[src/rtl/divu_12by4_seq_pkg.sv]
// -----------------------------------------------------------------------------
// divu_12by4_seq_pkg
// Shared constants and types for the 12-by-4 sequential unsigned divider.
//   DIVIDEND_W / DIVISOR_W : operand widths
//   REM_W                  : partial remainder width (one guard bit over divisor)
//   CNT_W / LAST_STEP      : iteration counter width and terminal count
//   QUOT_DBZ               : quotient reported for a zero divisor
//   state_e                : controller states
// -----------------------------------------------------------------------------
package divu_12by4_seq_pkg;

    localparam int DIVIDEND_W = 12;
    localparam int DIVISOR_W  = 4;
    localparam int REM_W      = DIVISOR_W + 1;
    localparam int CNT_W      = $clog2(DIVIDEND_W);

    localparam logic [CNT_W-1:0]      LAST_STEP = CNT_W'(DIVIDEND_W - 1);
    localparam logic [DIVIDEND_W-1:0] QUOT_DBZ  = '1;

    typedef enum logic [1:0] {
        IDLE,
        CALC,
        DONE
    } state_e;

endpackage

[src/rtl/divu_12by4_seq_if.sv]
// -----------------------------------------------------------------------------
// divu_12by4_seq_if
// Operand and result handshakes of the divider.
//   in_valid/in_ready   : operand handshake (dividend, divisor)
//   out_valid/out_ready : result handshake (quotient, remainder, div_by_zero)
// Modports:
//   master : the surrounding datapath (drives operands, consumes results)
//   slave  : the divider
// -----------------------------------------------------------------------------
interface divu_12by4_seq_if;
    import divu_12by4_seq_pkg::*;

    logic                  in_valid;
    logic                  in_ready;
    logic [DIVIDEND_W-1:0] dividend;
    logic [DIVISOR_W-1:0]  divisor;
    logic                  out_valid;
    logic                  out_ready;
    logic [DIVIDEND_W-1:0] quotient;
    logic [DIVISOR_W-1:0]  remainder;
    logic                  div_by_zero;

    modport master (
        output in_valid, dividend, divisor, out_ready,
        input  in_ready, out_valid, quotient, remainder, div_by_zero
    );

    modport slave (
        input  in_valid, dividend, divisor, out_ready,
        output in_ready, out_valid, quotient, remainder, div_by_zero
    );

endinterface

[src/rtl/divu_restore_step.sv]
// -----------------------------------------------------------------------------
// divu_restore_step
// One combinational restoring-division step.
//   rem_i     : current partial remainder (REM_W bits, always < divisor)
//   bit_i     : next dividend bit, MSB first
//   divisor_i : divisor
//   rem_o     : next partial remainder
//   q_bit_o   : quotient bit produced by this step
// -----------------------------------------------------------------------------
module divu_restore_step
    import divu_12by4_seq_pkg::*;
(
    input  logic [REM_W-1:0]     rem_i,
    input  logic                 bit_i,
    input  logic [DIVISOR_W-1:0] divisor_i,
    output logic [REM_W-1:0]     rem_o,
    output logic                 q_bit_o
);

    // The whole partial remainder is shifted so no bit is silently dropped;
    // the top bit is always zero because the remainder stays below the divisor.
    logic [REM_W:0] p;

    assign p       = {rem_i, bit_i};
    assign q_bit_o = (p >= (REM_W + 1)'(divisor_i));
    assign rem_o   = q_bit_o ? REM_W'(p - (REM_W + 1)'(divisor_i)) : REM_W'(p);

endmodule

[src/rtl/divu_12by4_seq.sv]
// -----------------------------------------------------------------------------
// divu_12by4_seq
// Sequential unsigned restoring divider: 12-bit dividend / 4-bit divisor,
// one quotient bit per clock. Inverse of the 4-bit multiply-accumulate stage.
//   clk : rising-edge clock
//   rst : asynchronous, active-high reset
//   bus : operand/result handshakes (slave side of divu_12by4_seq_if)
// A zero divisor skips the iterations and reports an all-ones quotient,
// zero remainder and div_by_zero in the cycle after acceptance.
// -----------------------------------------------------------------------------
module divu_12by4_seq
    import divu_12by4_seq_pkg::*;
(
    input  logic           clk,
    input  logic           rst,
    divu_12by4_seq_if.slave bus
);

    state_e                state_q,   state_d;
    logic [DIVIDEND_W-1:0] shift_q,   shift_d;   // dividend in, quotient out
    logic [DIVISOR_W-1:0]  divisor_q, divisor_d;
    logic [REM_W-1:0]      rem_q,     rem_d;
    logic [CNT_W-1:0]      cnt_q,     cnt_d;
    logic                  dbz_q,     dbz_d;

    logic [REM_W-1:0]      step_rem;
    logic                  step_q_bit;

    divu_restore_step u_step (
        .rem_i     (rem_q),
        .bit_i     (shift_q[DIVIDEND_W-1]),
        .divisor_i (divisor_q),
        .rem_o     (step_rem),
        .q_bit_o   (step_q_bit)
    );

    // NOTE: every register, datapath included, is cleared by reset so an
    // aborted division leaves no stale quotient or remainder on the outputs.
    always_ff @(posedge clk or posedge rst) begin
        if (rst) begin
            state_q   <= IDLE;
            shift_q   <= '0;
            divisor_q <= '0;
            rem_q     <= '0;
            cnt_q     <= '0;
            dbz_q     <= 1'b0;
        end else begin
            // NOTE: non-blocking assignments keep every register sampling the
            // pre-edge values, independent of statement order.
            state_q   <= state_d;
            shift_q   <= shift_d;
            divisor_q <= divisor_d;
            rem_q     <= rem_d;
            cnt_q     <= cnt_d;
            dbz_q     <= dbz_d;
        end
    end

    always_comb begin
        // NOTE: defaults first so every path assigns every signal and no
        // latch is inferred.
        state_d   = state_q;
        shift_d   = shift_q;
        divisor_d = divisor_q;
        rem_d     = rem_q;
        cnt_d     = cnt_q;
        dbz_d     = dbz_q;

        case (state_q)
            IDLE: begin
                // in_ready is high throughout IDLE, so in_valid alone accepts.
                if (bus.in_valid) begin
                    divisor_d = bus.divisor;
                    rem_d     = '0;
                    cnt_d     = '0;
                    if (bus.divisor == '0) begin
                        shift_d = QUOT_DBZ;
                        dbz_d   = 1'b1;
                        state_d = DONE;
                    end else begin
                        shift_d = bus.dividend;
                        dbz_d   = 1'b0;
                        state_d = CALC;
                    end
                end
            end

            CALC: begin
                // Dividend MSB leaves on the left as the quotient bit enters
                // on the right; after DIVIDEND_W steps only quotient remains.
                shift_d = {shift_q[DIVIDEND_W-2:0], step_q_bit};
                rem_d   = step_rem;
                cnt_d   = cnt_q + CNT_W'(1);
                if (cnt_q == LAST_STEP) begin
                    state_d = DONE;
                end
            end

            DONE: begin
                if (bus.out_ready) begin
                    state_d = IDLE;
                end
            end

            default: state_d = IDLE;
        endcase
    end

    assign bus.in_ready    = (state_q == IDLE);
    assign bus.out_valid   = (state_q == DONE);
    assign bus.quotient    = shift_q;
    assign bus.remainder   = rem_q[DIVISOR_W-1:0];
    assign bus.div_by_zero = dbz_q;

endmodule

[src/flat_wrapper.sv]
// flat-port wrapper written by rule: the top's interface ports become plain ports
module divu_12by4_seq_flat import divu_12by4_seq_pkg::*;
  (clk, rst, bus_in_valid, bus_dividend, bus_divisor, bus_out_ready, bus_in_ready, bus_out_valid, bus_quotient, bus_remainder, bus_div_by_zero);
  divu_12by4_seq_if bus_i ();
  input  logic clk;
  input  logic rst;
  input wire logic [$bits(bus_i.in_valid)-1:0] bus_in_valid;
  input wire logic [$bits(bus_i.dividend)-1:0] bus_dividend;
  input wire logic [$bits(bus_i.divisor)-1:0] bus_divisor;
  input wire logic [$bits(bus_i.out_ready)-1:0] bus_out_ready;
  output wire logic [$bits(bus_i.in_ready)-1:0] bus_in_ready;
  output wire logic [$bits(bus_i.out_valid)-1:0] bus_out_valid;
  output wire logic [$bits(bus_i.quotient)-1:0] bus_quotient;
  output wire logic [$bits(bus_i.remainder)-1:0] bus_remainder;
  output wire logic [$bits(bus_i.div_by_zero)-1:0] bus_div_by_zero;
  assign bus_i.in_valid = bus_in_valid;
  assign bus_i.dividend = bus_dividend;
  assign bus_i.divisor = bus_divisor;
  assign bus_i.out_ready = bus_out_ready;
  assign bus_in_ready = bus_i.in_ready;
  assign bus_out_valid = bus_i.out_valid;
  assign bus_quotient = bus_i.quotient;
  assign bus_remainder = bus_i.remainder;
  assign bus_div_by_zero = bus_i.div_by_zero;
  divu_12by4_seq u_core (.clk(clk), .rst(rst), .bus(bus_i));
endmodule
[config.mk]
export PLATFORM = sky130hd
export DESIGN_NAME = divu_12by4_seq_flat
export DESIGN_NICKNAME = d
export VERILOG_FILES = /design/src/rtl/divu_12by4_seq_pkg.sv /design/src/rtl/divu_12by4_seq_if.sv /design/src/rtl/divu_restore_step.sv /design/src/rtl/divu_12by4_seq.sv /design/src/flat_wrapper.sv
export SDC_FILE = /design/constraint.sdc
export NUM_CORES = 1
export LEC_CHECK = 0
export CELL_PAD_IN_SITES_DETAIL_PLACEMENT = 0
export CELL_PAD_IN_SITES_GLOBAL_PLACEMENT = 1
export CORE_ASPECT_RATIO = 1.75
export CORE_MARGIN = 5
export CORE_UTILIZATION = 30
export DETAILED_ROUTE_END_ITERATION = 12
export PLACE_DENSITY_LB_ADDON = 0.1
export SLEW_MARGIN = 25
export SYNTH_ARGS = -nofsm -noshare
export SYNTH_HDL_FRONTEND = slang
export SYNTH_SLANG_ARGS = --single-unit
[constraint.sdc]
create_clock -name clk -period 1.9 [get_ports clk]
set_input_delay 0.57 -clock clk [delete_from_list [all_inputs] [get_ports clk]]
set_output_delay 0.57 -clock clk [all_outputs]
set_load 0.02 [all_outputs]
# Word level (Yosys, flattened, before mapping)
# Index checks and enable logic that the tools add are counted.
# totals
reg_bits,28
inputBits,20
# op_classes
add_sub_neg,2
n_lt_le_gt_ge,1
eq_ne,6
n_mux,14
n_reduce_logical,6
# op_table
operator,count
$mux 12,2
$pmux 12 s2,1
$mux 5,2
$pmux 5 s2,1
$mux 2,4
$pmux 4 s2,1
$ge 6x4->1,1
$pmux 2 s3,1
$sub 5x4->5,1
$add 4x1->4 const B,1
$eq 4x4->1 const B,1
$logic_not 4->1,1
$mux 4,1
$ne 2x2->1 const B,2
$reduce_and 2->1,2
$reduce_and 3->1,1
$eq 2x1->1 const B,1
$eq 2x2->1 const B,1
$logic_not 2->1,1
$ne 2x1->1 const B,1
$reduce_bool 2->1,1
$mux 1,1

# Logic depth before layout (Yosys ltp)
# logic_depth
depth_word,4
ltp_mapped,7

# Cells and area by module
# A second synthesis with hierarchy kept.
# unflattened
cells_unflattened,142
hier_area_um2,1512.7
# by_module_without_submodules
module,n_inst,cells_each,area_per_inst_um2,seq_area_each_um2
divu_12by4_seq,1,113,1278.7,700.7
divu_restore_step,1,29,234.0,0.0

# Worst setup path before layout
# No wires, ideal clock.
# synth_path
path_kind,reg-to-reg
startpoint,register u_core.shift_q[11] (netlist: u_core.bus.quotient[11])
endpoint,register u_core.rem_q[0]
t_arrival_ns,1.767
required_ns,1.778
setup_slack_ns,0.011
path_stages_with_launch,8
path_buffers,0
synth_period_minus_slack_ns,1.889
cell_sequence,dfrtp_1 inv_1 ha_1 fa_1 nand2b_1 a21oi_2 o21ai_0 a32o_1
# synth_between
elab_chain_len,3
# synth_lines
element,line_no,rtl
from (decl),divu_12by4_seq.sv:20,"logic [DIVIDEND_W-1:0] shift_q, shift_d;"
from (signal assigned),divu_12by4_seq.sv:51,shift_q <= shift_d;
$sub 5x4->5 or $ge 6x4->1 (tied branches),"divu_restore_step.sv:26, divu_restore_step.sv:25",
$mux 5 (*),divu_restore_step.sv:26,assign rem_o = q_bit_o ? REM_W'(p - (REM_W + 1)'(divisor_i)) : REM_W'(p);
$pmux 5 s2 (*),divu_12by4_seq.sv:69,case (state_q)
to (signal assigned),divu_12by4_seq.sv:53,rem_q <= rem_d;
to (decl),divu_12by4_seq.sv:22,"logic [REM_W-1:0] rem_q, rem_d;"
# Every way passes the cells marked *; elsewhere a longest branch is shown, timed or not.
# A chain may end at the register's enable or synchronous reset.

# Worst setup path after layout
# layout_path
startpoint,register u_core.shift_q[11] (netlist: u_core.bus.quotient[11])
endpoint,register u_core.rem_q[4]
# The elaborated chain is that of the path after synthesis.

==> impl_metrics.env <==
export IMPL_fmax_ghz=0.532
export IMPL_worst_slew_pin_slew_ns=0.376
export IMPL_cts_sinks=28
export IMPL_drc=0
export IMPL_p_leak_nw=0.956
export IMPL_cp_max_fo=5
export IMPL_die_h_um=104
export IMPL_syn_to_final_growth_pct=42.0
export IMPL_hold_path_class="register to register"
export IMPL_grt_pass1_wl_um=6330
export IMPL_crit_path_cell_trace="inv_1 -> ha_2 -> fa_2 -> nand2b_4 -> a21oi_4 -> buf_6 -> buf_6 -> or4b_1 -> nand2_1"
export IMPL_n_antenna_cell=0
export IMPL_fin_worst_hold_slack_ns=0.507
export IMPL_fin_setup_tns_ns=0
export IMPL_met3WireLength_um=214
export IMPL_rows=34
export IMPL_yosysWarnings=0
export IMPL_wl_um=3600
export IMPL_ant_nets=0
export IMPL_cts_tree="done"
export IMPL_dp_hpwl_um=2770
export IMPL_cpMostUsedCell="buf_6"
export IMPL_grt_max_degree=32
export IMPL_drive_gt1_share_pct=23.3
export IMPL_top_layer_used="met4"
export IMPL_finalSetupViolCount=0
export IMPL_io_pins=39
export IMPL_place_congestion=0.722
export IMPL_wl_per_cell_um=14.1
export IMPL_clk_path_buf_depth=2
export IMPL_nets=229
export IMPL_h_tree_depth=1
export IMPL_syn_area_um2=1500
export IMPL_rsz0062_at_grt="true"
export IMPL_worst_setup_path_start_kind="register"
export IMPL_path_clk_slew_ns=0.10
export IMPL_arrival_ns=2.11
export IMPL_period_share_pct=99.0
export IMPL_drv_slew=0
export IMPL_power_per_cell_area_nw_per_um2=1940
export IMPL_synthTopCellsByArea="dfrtp_1, nand2_1, o21ai_2"
export IMPL_crit_type="register to register"
export IMPL_syn_avg_cell_area_um2=9.95
export IMPL_peakVddDrop_v=0.000894
export IMPL_numPortBuffers=38
export IMPL_synthArstFlopShare_pct=100
export IMPL_track_usage_pct=11.6
export IMPL_cp_required_ns=2.12
export IMPL_ys_ff_latch=28
export IMPL_postLayoutCoreUtil_pct=43.3
export IMPL_synth_fp_nets=177
export IMPL_drt_first_pass_iters=6
export IMPL_synth_commonest_cells="dfrtp_1, nand2_1, o21ai_0"
export IMPL_dp_cells=249
export IMPL_synthCells=151
export IMPL_die_w_um=63.5
export IMPL_skew_ns=0.00475
export IMPL_wl_met2_um=1840
export IMPL_period_minus_slack_ns=1.88
export IMPL_yosysMostFrequentCell="dfrtp_1"
export IMPL_clk_latency_ns=0.28
export IMPL_dieArea_um2=6580
export IMPL_cpPeakStageDelay_ns=0.46
export IMPL_viasPerCell=5.04
export IMPL_clock_root_buffer="clkbuf_8"
export IMPL_wl_met1_um=1490
export IMPL_relSlewSlack_pct=74.9
export IMPL_yosysSeqAreaShare_pct=46.6
export IMPL_grt_pass1_vias=1385
export IMPL_synthFlopType="dfrtp_1"
export IMPL_fp_coreArea_um2=4930
export IMPL_start_util_pct=30.5
export IMPL_drv_cap=0
export IMPL_drt_initial_drc_count=35
export IMPL_cts_buffers_inserted=3
export IMPL_synth_top_area_share_pct=46.6
export IMPL_outcome="complete, no violations"
export IMPL_total_power_mw=4.14
export IMPL_cp_top_family="simple AND/OR/NAND/NOR gates"
export IMPL_grt_overflow=0
export IMPL_instances_no_fill=256
export IMPL_vias=1291
export IMPL_path_buf_inv=3
export IMPL_hold_violations=0
export IMPL_synth_edf_count=0
export IMPL_end_kind="register"
export IMPL_cp_slowest_cell="or4b_1"
export IMPL_synth_distinct_cells=38
export IMPL_yosysTopAreaCell="dfrtp_1"
export IMPL_antenna_found_initial=0
## path summary, 6_finish.rpt
kind | from | to | slack [ns] | depth (start not counted)
max | u_core.bus.quotient[11]$_DFFE_PP0P_ | u_core.rem_q[4]$_DFFE_PP0P_ | 0.02 | 9
min | u_core.cnt_q[3]$_DFFE_PP0P_ | u_core.cnt_q[3]$_DFFE_PP0P_ | 0.51 | 1
max reg2reg | u_core.bus.quotient[11]$_DFFE_PP0P_ | u_core.rem_q[4]$_DFFE_PP0P_ | 0.02 | 9
min reg2reg | u_core.cnt_q[3]$_DFFE_PP0P_ | u_core.cnt_q[3]$_DFFE_PP0P_ | 0.51 | 1
max in group asynchronous | rst | u_core.bus.quotient[5]$_DFFE_PP0P_ | 0.97 | 3
min in group asynchronous | rst | u_core.bus.quotient[10]$_DFFE_PP0P_ | 0.65 | 3
## metal layers
metal  vias to the layer above  GRT usage, %
met3                         6          2.38
met1                       599          13.4
met4                         0          4.01
li1                        644             -
met5                         -             0
met2                        42          20.4
## metrics by stage
step           worst slack (ns)  instance area (um2)
5_1_grt                 -0.0497                 2130
4_1_cts                -0.00334                 2100
6_report                 0.0196                 2130
3_3_place_gp             -0.209                 2020
3_5_place_dp             -0.252                 2020
2_1_floorplan            0.0113                 1500
## timing repair
action                                 in CTS  in global routing
hold buffers                                0                  0
resized for setup                          13                  6
endpoints found under the hold margin       0                  0
pin swaps                                   1                  2
setup buffers                               1                  2
setup endpoints to repair                  12                  8
## cells by family after synthesis
group	count (synthesis)	share of synthesized area [%]
XOR/XNOR	1	0.583
AND/OR/NAND/NOR	45	14.4
multiplexers	4	3.00
adder cells (fa/ha/maj)	6	5.50
flip-flops	28	46.6
AO/OA/AOI/OAI	48	22.6
buffers and inverters	19	7.33
## where the power goes
group	total (mW)	internal (mW)	leakage [nW]	switching (mW)
registers	1.11	0.892	0.343	0.214
clock network	0.382	0.186	0.0288	0.196
logic	2.66	1.32	0.584	1.34
total	4.14	2.39	0.956	1.75
## final cells by class
cell class / instances / area [um2]
fill: 500 / 2800
multi-input combinational: 104 / 728
sequential: 28 / 701
timing repair buffer: 59 / 557
tap: 54 / 67.6
clock buffer: 4 / 55.1
inverter: 7 / 26.3
## sequential cells by signal, summed over array words and instances, names as in the netlist
| register | flops |
|---|---|
| u_core.cnt_q | 4 |
| u_core.divisor_q | 4 |
| u_core.bus.quotient | 12 |
| u_core.rem_q | 5 |
| u_core.bus.div_by_zero | 1 |
| u_core.state_q | 2 |
## cell usage in the layout (no fill, tap or decap), types with 2 or more instances in the layout
master,instances
nor2b_1,2
dlygate4sd2_1,7
inv_1,7
o22ai_1,11
or3_1,2
nand2_1,24
mux2_2,4
nor2_1,6
o21ai_2,9
dfrtp_1,28
dlymetal6s2s_1,3
o21ai_0,12
ha_1,4
o21ai_1,2
clkdlybuf4s50_1,28
nand2b_1,3
buf_4,18
clkbuf_8,4
buf_6,2
a32o_1,2
No activity file was read; power rests on OpenSTA's default activity.
